File: src/rtl/yuv422_pkg.sv
// ============================================================================
// yuv422_pkg : shared types and constants for the UYVY 4:2:2 byte packer
// Rev 1.0
// ============================================================================
`default_nettype none

package yuv422_pkg;

  localparam int WORD_W = 32;
  localparam int BYTE_W = 8;

  // Byte-lane index of each component inside the packed UYVY word.
  localparam int LANE_U  = 3;
  localparam int LANE_Y0 = 2;
  localparam int LANE_V  = 1;
  localparam int LANE_Y1 = 0;

  typedef enum logic [1:0] {
    PH_U  = 2'd0,
    PH_Y0 = 2'd1,
    PH_V  = 2'd2,
    PH_Y1 = 2'd3
  } phase_e;

  // Two's-complement chroma to offset-binary (+128 mod 256).
  function automatic logic [BYTE_W-1:0] chroma_offset(input logic [BYTE_W-1:0] b);
    return {~b[BYTE_W-1], b[BYTE_W-2:0]};
  endfunction

endpackage

`default_nettype wire

File: src/rtl/yuv422_packer_if.sv
// ============================================================================
// yuv422_packer_if : byte-stream input and word-output handshake bundle
// Rev 1.0
// ============================================================================
`default_nettype none

interface yuv422_packer_if #(
  parameter int FIFO_DEPTH = 8
) ();
  import yuv422_pkg::*;

  localparam int LVL_W = $clog2(FIFO_DEPTH) + 1;

  logic                in_valid;
  logic [BYTE_W-1:0]   yuv_in;
  logic                flush;
  logic                word_valid;
  logic                word_ready;
  logic [WORD_W-1:0]   word_data;
  logic [LVL_W-1:0]    fifo_level;
  logic                almost_full;
  logic                overflow;
  logic [15:0]         pair_cnt;

  // master: upstream byte source plus downstream word consumer
  modport master (
    output in_valid, yuv_in, flush, word_ready,
    input  word_valid, word_data, fifo_level, almost_full, overflow, pair_cnt
  );

  // slave: the packer itself
  modport slave (
    input  in_valid, yuv_in, flush, word_ready,
    output word_valid, word_data, fifo_level, almost_full, overflow, pair_cnt
  );

endinterface

`default_nettype wire

File: src/rtl/yuv422_word_fifo.sv
// ============================================================================
// yuv422_word_fifo : synchronous FIFO with push/pop, level and full/empty flags
// Rev 1.0
// ============================================================================
`default_nettype none

module yuv422_word_fifo #(
  parameter  int DEPTH = 8,
  parameter  int WIDTH = 32,
  localparam int PTR_W = $clog2(DEPTH),
  localparam int LVL_W = PTR_W + 1
) (
  input  wire logic             clk,
  input  wire logic             reset,
  input  wire logic             push,
  input  wire logic [WIDTH-1:0] push_data,
  input  wire logic             pop,
  output logic      [WIDTH-1:0] pop_data,
  output logic      [LVL_W-1:0] level,
  output logic      [LVL_W-1:0] level_next,
  output logic                  full,
  output logic                  empty
);

  logic [WIDTH-1:0] mem_q [DEPTH];
  logic [WIDTH-1:0] mem_d [DEPTH];
  logic [PTR_W-1:0] wr_ptr_q, wr_ptr_d;
  logic [PTR_W-1:0] rd_ptr_q, rd_ptr_d;
  logic [LVL_W-1:0] level_q, level_d;
  logic             pop_ok;
  logic             push_ok;

  always_comb begin
    full     = (level_q == LVL_W'(DEPTH));
    empty    = (level_q == '0);
    pop_ok   = pop && !empty;
    // When full, a simultaneous pop frees the slot the push writes into.
    push_ok  = push && (!full || pop_ok);
    mem_d    = mem_q;
    wr_ptr_d = wr_ptr_q;
    rd_ptr_d = rd_ptr_q;
    if (push_ok) begin
      mem_d[wr_ptr_q] = push_data;
      wr_ptr_d        = wr_ptr_q + PTR_W'(1);
    end
    if (pop_ok) begin
      rd_ptr_d = rd_ptr_q + PTR_W'(1);
    end
    level_d = level_q + LVL_W'(push_ok) - LVL_W'(pop_ok);
  end

  always_ff @(posedge clk) begin
    if (reset) begin
      mem_q    <= '{default: '0};
      wr_ptr_q <= '0;
      rd_ptr_q <= '0;
      level_q  <= '0;
    end else begin
      mem_q    <= mem_d;
      wr_ptr_q <= wr_ptr_d;
      rd_ptr_q <= rd_ptr_d;
      level_q  <= level_d;
    end
  end

  assign pop_data   = empty ? '0 : mem_q[rd_ptr_q];
  assign level      = level_q;
  assign level_next = level_d;

endmodule

`default_nettype wire

File: src/rtl/yuv422_packer.sv
// ============================================================================
// yuv422_packer : packs the U,Y0,V,Y1 byte stream into UYVY words and buffers
//                 them behind a valid/ready FIFO. Option: YUV422_CHROMA_OFFSET_EN
// Rev 1.0
// ============================================================================
`default_nettype none

module yuv422_packer
  import yuv422_pkg::*;
#(
  parameter int FIFO_DEPTH = 8,
  parameter int AF_THRESH  = 6
) (
  input  wire logic        clk,
  input  wire logic        reset,
  yuv422_packer_if.slave   bus
);

  localparam int LVL_W = $clog2(FIFO_DEPTH) + 1;

  phase_e              phase_q, phase_d;
  logic [BYTE_W-1:0]   u_q, u_d;
  logic [BYTE_W-1:0]   y0_q, y0_d;
  logic [BYTE_W-1:0]   v_q, v_d;
  logic                overflow_q, overflow_d;
  logic [15:0]         pair_cnt_q, pair_cnt_d;
  logic                almost_full_q, almost_full_d;

  logic [BYTE_W-1:0]   chroma_byte;
  logic                push;
  logic [WORD_W-1:0]   push_word;
  logic [WORD_W-1:0]   fifo_pop_data;
  logic [LVL_W-1:0]    fifo_level;
  logic [LVL_W-1:0]    fifo_level_next;
  logic                fifo_full;
  logic                fifo_empty;

`ifdef YUV422_CHROMA_OFFSET_EN
  assign chroma_byte = chroma_offset(bus.yuv_in);
`else
  assign chroma_byte = bus.yuv_in;
`endif

  always_comb begin
    phase_d = phase_q;
    u_d     = u_q;
    y0_d    = y0_q;
    v_d     = v_q;
    push    = 1'b0;
    // flush has priority over a coincident byte strobe
    if (bus.flush) begin
      phase_d = PH_U;
      u_d     = '0;
      y0_d    = '0;
      v_d     = '0;
    end else if (bus.in_valid) begin
      case (phase_q)
        PH_U:    begin u_d  = chroma_byte; phase_d = PH_Y0; end
        PH_Y0:   begin y0_d = bus.yuv_in;  phase_d = PH_V;  end
        PH_V:    begin v_d  = chroma_byte; phase_d = PH_Y1; end
        PH_Y1:   begin push = 1'b1;        phase_d = PH_U;  end
        default: phase_d = PH_U;
      endcase
    end

    push_word                           = '0;
    push_word[LANE_U*BYTE_W  +: BYTE_W] = u_q;
    push_word[LANE_Y0*BYTE_W +: BYTE_W] = y0_q;
    push_word[LANE_V*BYTE_W  +: BYTE_W] = v_q;
    push_word[LANE_Y1*BYTE_W +: BYTE_W] = bus.yuv_in;

    // A full FIFO only drops the word when no pop frees a slot this edge.
    overflow_d    = overflow_q | (push && fifo_full && !bus.word_ready);
    pair_cnt_d    = pair_cnt_q + 16'(push);
    almost_full_d = (fifo_level_next >= LVL_W'(AF_THRESH));
  end

  always_ff @(posedge clk) begin
    if (reset) begin
      phase_q       <= PH_U;
      u_q           <= '0;
      y0_q          <= '0;
      v_q           <= '0;
      overflow_q    <= 1'b0;
      pair_cnt_q    <= '0;
      almost_full_q <= 1'b0;
    end else begin
      phase_q       <= phase_d;
      u_q           <= u_d;
      y0_q          <= y0_d;
      v_q           <= v_d;
      overflow_q    <= overflow_d;
      pair_cnt_q    <= pair_cnt_d;
      almost_full_q <= almost_full_d;
    end
  end

  yuv422_word_fifo #(
    .DEPTH (FIFO_DEPTH),
    .WIDTH (WORD_W)
  ) u_fifo (
    .clk        (clk),
    .reset      (reset),
    .push       (push),
    .push_data  (push_word),
    .pop        (bus.word_ready),
    .pop_data   (fifo_pop_data),
    .level      (fifo_level),
    .level_next (fifo_level_next),
    .full       (fifo_full),
    .empty      (fifo_empty)
  );

  assign bus.word_valid  = !fifo_empty;
  assign bus.word_data   = fifo_pop_data;
  assign bus.fifo_level  = fifo_level;
  assign bus.almost_full = almost_full_q;
  assign bus.overflow    = overflow_q;
  assign bus.pair_cnt    = pair_cnt_q;

endmodule

`default_nettype wire
File: src/flat_wrapper.sv
// flat-port wrapper written by rule: the top's interface ports become plain ports
module yuv422_packer_flat import yuv422_pkg::*;
#(
  parameter int FIFO_DEPTH = 8,
  parameter int AF_THRESH  = 6
)
  (clk, reset, bus_in_valid, bus_yuv_in, bus_flush, bus_word_ready, bus_word_valid, bus_word_data, bus_fifo_level, bus_almost_full, bus_overflow, bus_pair_cnt);
  yuv422_packer_if #(.FIFO_DEPTH(FIFO_DEPTH)) bus_i ();
  input  wire logic clk;
  input  wire logic reset;
  input wire logic [$bits(bus_i.in_valid)-1:0] bus_in_valid;
  input wire logic [$bits(bus_i.yuv_in)-1:0] bus_yuv_in;
  input wire logic [$bits(bus_i.flush)-1:0] bus_flush;
  input wire logic [$bits(bus_i.word_ready)-1:0] bus_word_ready;
  output wire logic [$bits(bus_i.word_valid)-1:0] bus_word_valid;
  output wire logic [$bits(bus_i.word_data)-1:0] bus_word_data;
  output wire logic [$bits(bus_i.fifo_level)-1:0] bus_fifo_level;
  output wire logic [$bits(bus_i.almost_full)-1:0] bus_almost_full;
  output wire logic [$bits(bus_i.overflow)-1:0] bus_overflow;
  output wire logic [$bits(bus_i.pair_cnt)-1:0] bus_pair_cnt;
  assign bus_i.in_valid = bus_in_valid;
  assign bus_i.yuv_in = bus_yuv_in;
  assign bus_i.flush = bus_flush;
  assign bus_i.word_ready = bus_word_ready;
  assign bus_word_valid = bus_i.word_valid;
  assign bus_word_data = bus_i.word_data;
  assign bus_fifo_level = bus_i.fifo_level;
  assign bus_almost_full = bus_i.almost_full;
  assign bus_overflow = bus_i.overflow;
  assign bus_pair_cnt = bus_i.pair_cnt;
  yuv422_packer #(.FIFO_DEPTH(FIFO_DEPTH), .AF_THRESH(AF_THRESH)) u_core (.clk(clk), .reset(reset), .bus(bus_i));
endmodule
File: config.mk
export PLATFORM = sky130hd
export DESIGN_NAME = yuv422_packer_flat
export DESIGN_NICKNAME = d
export VERILOG_FILES = /design/src/rtl/yuv422_pkg.sv /design/src/rtl/yuv422_packer_if.sv /design/src/rtl/yuv422_word_fifo.sv /design/src/rtl/yuv422_packer.sv /design/src/flat_wrapper.sv
export SDC_FILE = /design/constraint.sdc
export NUM_CORES = 1
export LEC_CHECK = 0
export BUFFER_PORTS_ARGS = -buffer_cell sky130_fd_sc_hd__buf_2
export CAP_MARGIN = 20
export CORE_MARGIN = 10
export CORE_UTILIZATION = 35
export CTS_BUF_LIST = sky130_fd_sc_hd__clkbuf_8
export CTS_CLUSTER_SIZE = 12
export DETAILED_ROUTE_END_ITERATION = 12
export SETUP_SLACK_MARGIN = 0.15
export SLEW_MARGIN = 20
export SYNTH_ARGS = -nofsm -noshare
export SYNTH_HDL_FRONTEND = slang
export SYNTH_SLANG_ARGS = --single-unit
File: constraint.sdc
create_clock -name clk -period 7.3 [get_ports clk]
set_input_delay 0.365 -clock clk [delete_from_list [all_inputs] [get_ports clk]]
set_output_delay 0.365 -clock clk [all_outputs]
set_load 0.01 [all_outputs]
==> metrics.txt, run 1 <==
status=complete, no violations; Setup Fix Bufs, Post-CTS=0; drt first pass iters=5; Max-Slew Margin vs Limit=28.6%; part of the cycle the worst path needs=46.3%; area of the multi-input gates=0.00754 mm²; Pleak=between 7 and 8 nW; total core area=0.0409 mm²; CP Class=reg2out; Initial Util=35.5%; Max VDD drop=0.124 mV; post_cts resized=0; RR Endpoint=u_core.bus.almost_full; RePlAce Congestion=0.747; Fillers=between 3,000 and 4,000; final wirelength=35,400 µm; synthesized instance count=1,309; register area share after synthesis=42.7%; Iter 0 DRT Violations=~540; clk_lat worst skew=580 ps; Fmax=296 MHz; DRC Markers=0; Inserted Clock Buffers=50; Reg2Reg Setup Slack=4410 ps; routed len/inst=18.8 µm; DIE WIDTH=roughly 220 µm; Critical-path top delay cell=buf_4; via count=around 9,400; syn_nets=1,337; Crit. End Element=primary output; count of clock tree sinks=slightly above 300; r2r startpoint=u_core.u_fifo.level[2]; vias in the first global route=9,809; most common cell after layout, fill and taps aside=dfxtp_1; post-DP HPWL=20,700 µm; crit path DAT=3020 ps; GR peak layer=met2; Clock Skews=roughly 16 ps; Hold Path Cell Cnt=3; Max Cap Viol=0; die area=between 0.05 and 0.06 mm²; IO Count=68; post-layout min period=3380 ps; synth warn=0; cell area after synthesis=between 0.01 and 0.015 mm²; Mean Syn Cell Area=about 11 µm²; WP buf/inv=2; GR Layer Usage met2=22.5%; met1 Usage GRT=17.8%; Overall Global Routing Usage=13.8%; crit path cell chain=buf_4 -> mux4_2 -> a22o_1 -> buf_2; Layout area overhead=9.76%; startpoint type of the worst setup path=register; # rows=74; clk buf depth=3; Root Driver=clkbuf_8; hold_buf cts=0; Setup Total Neg Slack=0 ps; Top FF cell, synth=dfxtp_1; pwr/cell area=235 mW/mm²; Die Span Y=224 µm; Detail Route Antenna Nets=0; R2R depth=11; Worst Hold End=u_core.v_q[1]; hold_sp=bus_yuv_in[1]; H-tree Lvls=2; Post-synth EDFFs=0; M3 GR Usage=2.73%; FF/Latch Area=0.00621 mm²; Post-synth ARST share=0%; largest net degree at the start of global routing=170; most frequent cells in the layout=dfxtp_1 (308), nand2b_1 (292), mux2i_1 (258); Net count, final=around 1,300; initial antenna violation count=9; global-route wire length before repair=between 50,000 and 60,000 µm; DR vias/cell=5.00; Yosys cell types=47; Hold Vio Cnt, Final=0; Crit path max-delay family=buffers and inverters; CP peak stage delay=830 ps; share of layout cells above drive strength 1=about 18%; Least-Margin Pin Slew=1070 ps; Worst-path clk slew=60 ps; GR Overflow Total=0; final count of pins violating max slew=0; Overall Power=about 3.8 mW; RSZ-0062 raised after global routing=no; CTS tree=yes; synthesized flop and latch total=310; PortBufs=67; required time of the critical path=6930 ps; CP Max Fanout=50; hold crit path type=in2reg; Finish-stage setup viols=0
-- worst max path at each step --
stage	from	endpoint	slack (ps)	cells after the start
2_1_floorplan	u_core.u_fifo.level[2]	u_core.bus.almost_full	4850	11
3_3_place_gp	u_core.u_fifo.rd_ptr_q[0]	bus_word_data[23]	4420	4
3_5_place_dp	bus_in_valid	u_core.bus.almost_full	4400	11
4_1_cts	u_core.u_fifo.rd_ptr_q[0]	bus_word_data[29]	3790	4
5_1_grt	u_core.u_fifo.rd_ptr_q[0]	bus_word_data[17]	3700	4
6_report	u_core.u_fifo.rd_ptr_q[0]	bus_word_data[29]	3920	4
-- layer usage --
metal | share of wire, % | wire length (µm)
met1 | 47 | 16700
met2 | 47 | 16500
met3 | 3.6 | 1260
met4 | 2.4 | 842
met5 | 0.13 | 45
-- logic make-up after synthesis --
kind of cell,count (synthesis),share of synthesized area [%]
mux,329,28.2
xor+xnor,4,0.241
fa+ha+maj,15,1.34
simple gates,412,16.7
flops,310,42.7
buf+inv,145,5.53
compound gates,94,5.23
-- state kept, by name, indices dropped and copies added, names as in the netlist --
register                cells
u_core.phase_q              2
u_core.u_fifo.wr_ptr_q      3
u_core.u_q                  8
u_core.v_q                  8
u_core.u_fifo.rd_ptr_q      3
u_core.u_fifo.level         4
u_core.bus.almost_full      1
u_core.bus.pair_cnt        16
u_core.bus.overflow         1
u_core.y0_q                 8
u_core.u_fifo.mem_q       256
-- tightest hold or removal path, cell delays in order --
cell and delay, ps:
buf_2 130, nand3_1 70, a21oi_1 50
-- per-stage QoR --
| step | setup slack [ps] | instances | hold slack (ps) | utilization [%] | instance area (µm²) |
|---|---|---|---|---|---|
| 2_1_floorplan | 4850 | 1309 | 437 | - | 14500 |
| 4_1_cts | 3790 | 1880 | 41.4 | 39.0 | 15900 |
| 3_5_place_dp | 4400 | 1792 | 461 | 36.5 | 14900 |
| 5_1_grt | 3700 | 1881 | 61.6 | 39.0 | 15900 |
| 6_report | 3920 | 1885 | 87.2 | 39.0 | 16000 |
| 3_3_place_gp | 4420 | 1792 | 450 | 36.5 | 14900 |
-- cell type report --
cell class	count	area share (%)
Inverter	15	0.353
Sequential cell	310	38.9
Timing Repair Buffer	81	2.80
Multi-Input combinational cell	854	47.3
Clock buffer	59	5.09
Tap cell	532	4.17
Antenna cell	5	0.0784
Clock inverter	29	1.28
-- synthesized netlist by cell type, drive strengths merged, types with 2 or more instances --
cell type,count,area [µm²]
nor2,18,67.6
mux2i,258,2580
ha,14,175
mux2,7,78.8
nor3b,2,25.0
nor4,4,25.0
or3,5,31.3
mux4,64,1440
nand4,3,18.8
dfxtp,310,6210
a2111o,5,56.3
nor2b,10,62.6
nand2,33,124
buf,83,571
a22o,32,280
nand3,35,175
xor2,3,26.3
nand2b,292,1830
o2111ai,4,105
o21ai,6,30.0
inv,14,52.6
a21oi,36,180
or4,4,30.0
clkbuf,47,176
a2111oi,2,36.3
o31ai,4,30.0
-- where the power goes --
group	switching (mW)	leakage [nW]	internal [mW]	total, mW
clock	0.691	0.586	0.839	1.53
combinational	0.288	3.93	0.170	0.458
sequential	0.0524	2.50	1.71	1.76
total	1.03	7.02	2.72	3.75
No activity file was read; power rests on OpenSTA's default activity.
==> run 2: changes to the inputs <==
==> constraint.sdc (replaced) <==
create_clock -name clk -period 3.5 [get_ports clk]
set_input_delay 0.175 -clock clk [delete_from_list [all_inputs] [get_ports clk]]
set_output_delay 0.175 -clock clk [all_outputs]
set_load 0.01 [all_outputs]
==> run 2 against run 1 <==
Global-route usage down 0.13 points. Register-to-register slack worse by 3600 ps. Critical endpoint is now bus_word_data[6]. Count of clock-buffer cells in the layout up 9. Hold slack better by 65 ps. Combinational power up 120%. Utilization up 0.84 points. Largest power group unchanged. Clock power up 120%. Worst setup slack worse by 3400 ps. Wire length down 1.7%.
==> metrics.txt, run 2 (synthesis results as in run 1) <==
worst setup margin=513 ps (was 3920 ps); Max Cap Viol=0 (unchanged); post_cts resized=0 (unchanged); number of flip-flops in the largest register=256 (unchanged); post-DP HPWL=21,800 µm (was 20,700 µm); Max-Slew Margin vs Limit=38.7% (was 28.6%); Largest Register=u_core.u_fifo.mem_q (unchanged); Root Driver=clkbuf_8 (unchanged); required time of the critical path=3320 ps (was 6930 ps); RSZ-0062 raised after global routing=no (unchanged); Fillers=4,018 (was 3,997); Overall Global Routing Usage=13.6% (was 13.8%); vias in the first global route=9,728 (was 9,809); most common cell after layout, fill and taps aside=dfxtp_1 (unchanged); final count of pins violating max slew=0 (unchanged); DRT met1 WL=16,700 µm (about the same); final wirelength=34,800 µm (was 35,400 µm); # rows=74 (unchanged); drt first pass iters=4 (was 5); DRC Markers=0 (unchanged); highest routed layer=met4 (was met5); Fmax=335 MHz; H-tree Lvls=2 (unchanged); DR vias/cell=4.94 (was 5.00); area of the multi-input gates=0.00754 mm² (unchanged); Inserted Clock Buffers=53 (was 50); CP Class=reg2out (unchanged); initial antenna violation count=2 (was 9); Pleak=7.20 nW (was 7.02 nW); CP peak stage delay=450 ps (was 830 ps); Detail Route Antenna Nets=0 (unchanged); met3 WL=1320 µm (was 1260 µm); Initial Util=35.5% (unchanged); total core area=0.0409 mm² (unchanged); Hold Vio Cnt, Final=0 (unchanged); CTS tree=yes (unchanged); clk buf depth=3 (unchanged); final core utilization=39.8% (was 39.0%); pre-CTS WS=779 ps (was 4400 ps); RePlAce Congestion=0.733 (was 0.747); Clock Skews=28.4 ps (was 16.4 ps); Least-Margin Pin Slew=920 ps (was 1070 ps); crit path cell chain=inv_1 -> ha_1 -> nor3b_2 -> inv_2 -> and2_2 -> buf_4 -> a22o_1 -> buf_2 (was buf_4 -> mux4_2 -> a22o_1 -> buf_2); largest net degree at the start of global routing=109 (was 170); DIE WIDTH=224 µm (unchanged); CP Max Fanout=11 (was 50); Max VDD drop=0.265 mV (was 0.124 mV); Die Span Y=224 µm (unchanged); part of the cycle the worst path needs=85.3%; count of clock tree sinks=310 (unchanged); Net count, final=1,364 (was 1,340); die area=0.0501 mm² (unchanged); Overall Power=8.04 mW (was 3.75 mW); crit path DAT=2810 ps (was 3020 ps); hold crit path type=in2reg (unchanged); Critical-path top delay cell=nor3b_2 (was buf_4); via count=9,421 (was 9,431); Worst-path clk slew=60 ps (about the same); Finish-stage setup viols=0 (unchanged); met2 wire len=16,100 µm (was 16,500 µm); startpoint type of the worst setup path=register (unchanged); FF/Latch Area=0.00621 mm² (unchanged); pwr/cell area=493 mW/mm² (was 235 mW/mm²); GR Overflow Total=0 (unchanged); Crit. End Element=primary output (unchanged); clk_lat worst skew=600 ps (was 580 ps); PortBufs=67 (unchanged); Setup Total Neg Slack=0 ps (unchanged); status=complete, no violations (unchanged); post-layout min period=2990 ps; IO Count=68 (unchanged); share of layout cells above drive strength 1=18.6% (was 17.8%); routed len/inst=18.2 µm (was 18.8 µm); Iter 0 DRT Violations=495 (was 544); global-route wire length before repair=55,700 µm (was 55,900 µm); Layout area overhead=12.1% (was 9.76%); most frequent cells in the layout=dfxtp_1 (308), nand2b_1 (292), mux2i_1 (258) (unchanged)
[run 2: report_power, final]
group | switching (mW) | total [mW] | internal [mW]
Combinational | 0.608 | 1.01 | 0.403
Clock | 1.46 | 3.35 | 1.89
Sequential | 0.107 | 3.68 | 3.57
[run 2: worst paths after layout]
kind	from	end	slack (ps)	cells after the start
max	u_core.u_fifo.level[2]	bus_word_data[6]	510	8
min	bus_in_valid	u_core.u_q[2]	150	4
max reg2reg	u_core.u_fifo.level[2]	u_core.bus.almost_full	790	10
min reg2reg	u_core.bus.overflow	u_core.bus.overflow	440	2
[run 2: critical path, delay by kind of cell (launching register included)]
kind            cells  cell delay, ps
compound gates      1             270
buf+inv             4             620
fa+ha+maj           1             200
simple gates        2             790
flops               1             310
[run 2: stage by stage]
step                cell area (µm²)  cells  hold slack [ps]
finish                        16300   1908              153
floorplan                     14500   1309              322
CTS                           16300   1906             97.5
global route                  16300   1908              132
detailed placement            15100   1804              439
global placement              15100   1804              436
[run 2: cell type report]
| type | count | area share [%] |
|---|---|---|
| multi-input combinational | 854 | 46.3 |
| inverter | 15 | 0.345 |
| sequential | 310 | 38.1 |
| timing repair buffer | 102 | 4.31 |
| antenna | 2 | 0.0307 |
| clock inverter | 25 | 1.07 |
| tap | 532 | 4.08 |
| clock buffer | 68 | 5.74 |
[run 2: timing repair]
item / 4_1_cts / 5_1_grt
endpoints found under the hold margin: 28 / 0
hold buffers: 9 / 0
buffers inserted: 0 / 0
[run 2: per-layer routing]
metal,vias to the layer above,track usage [%]
met2,147,22.0
met5,-,0
li1,4613,-
met4,0,3.81
met1,4617,18.3
met3,44,2.42
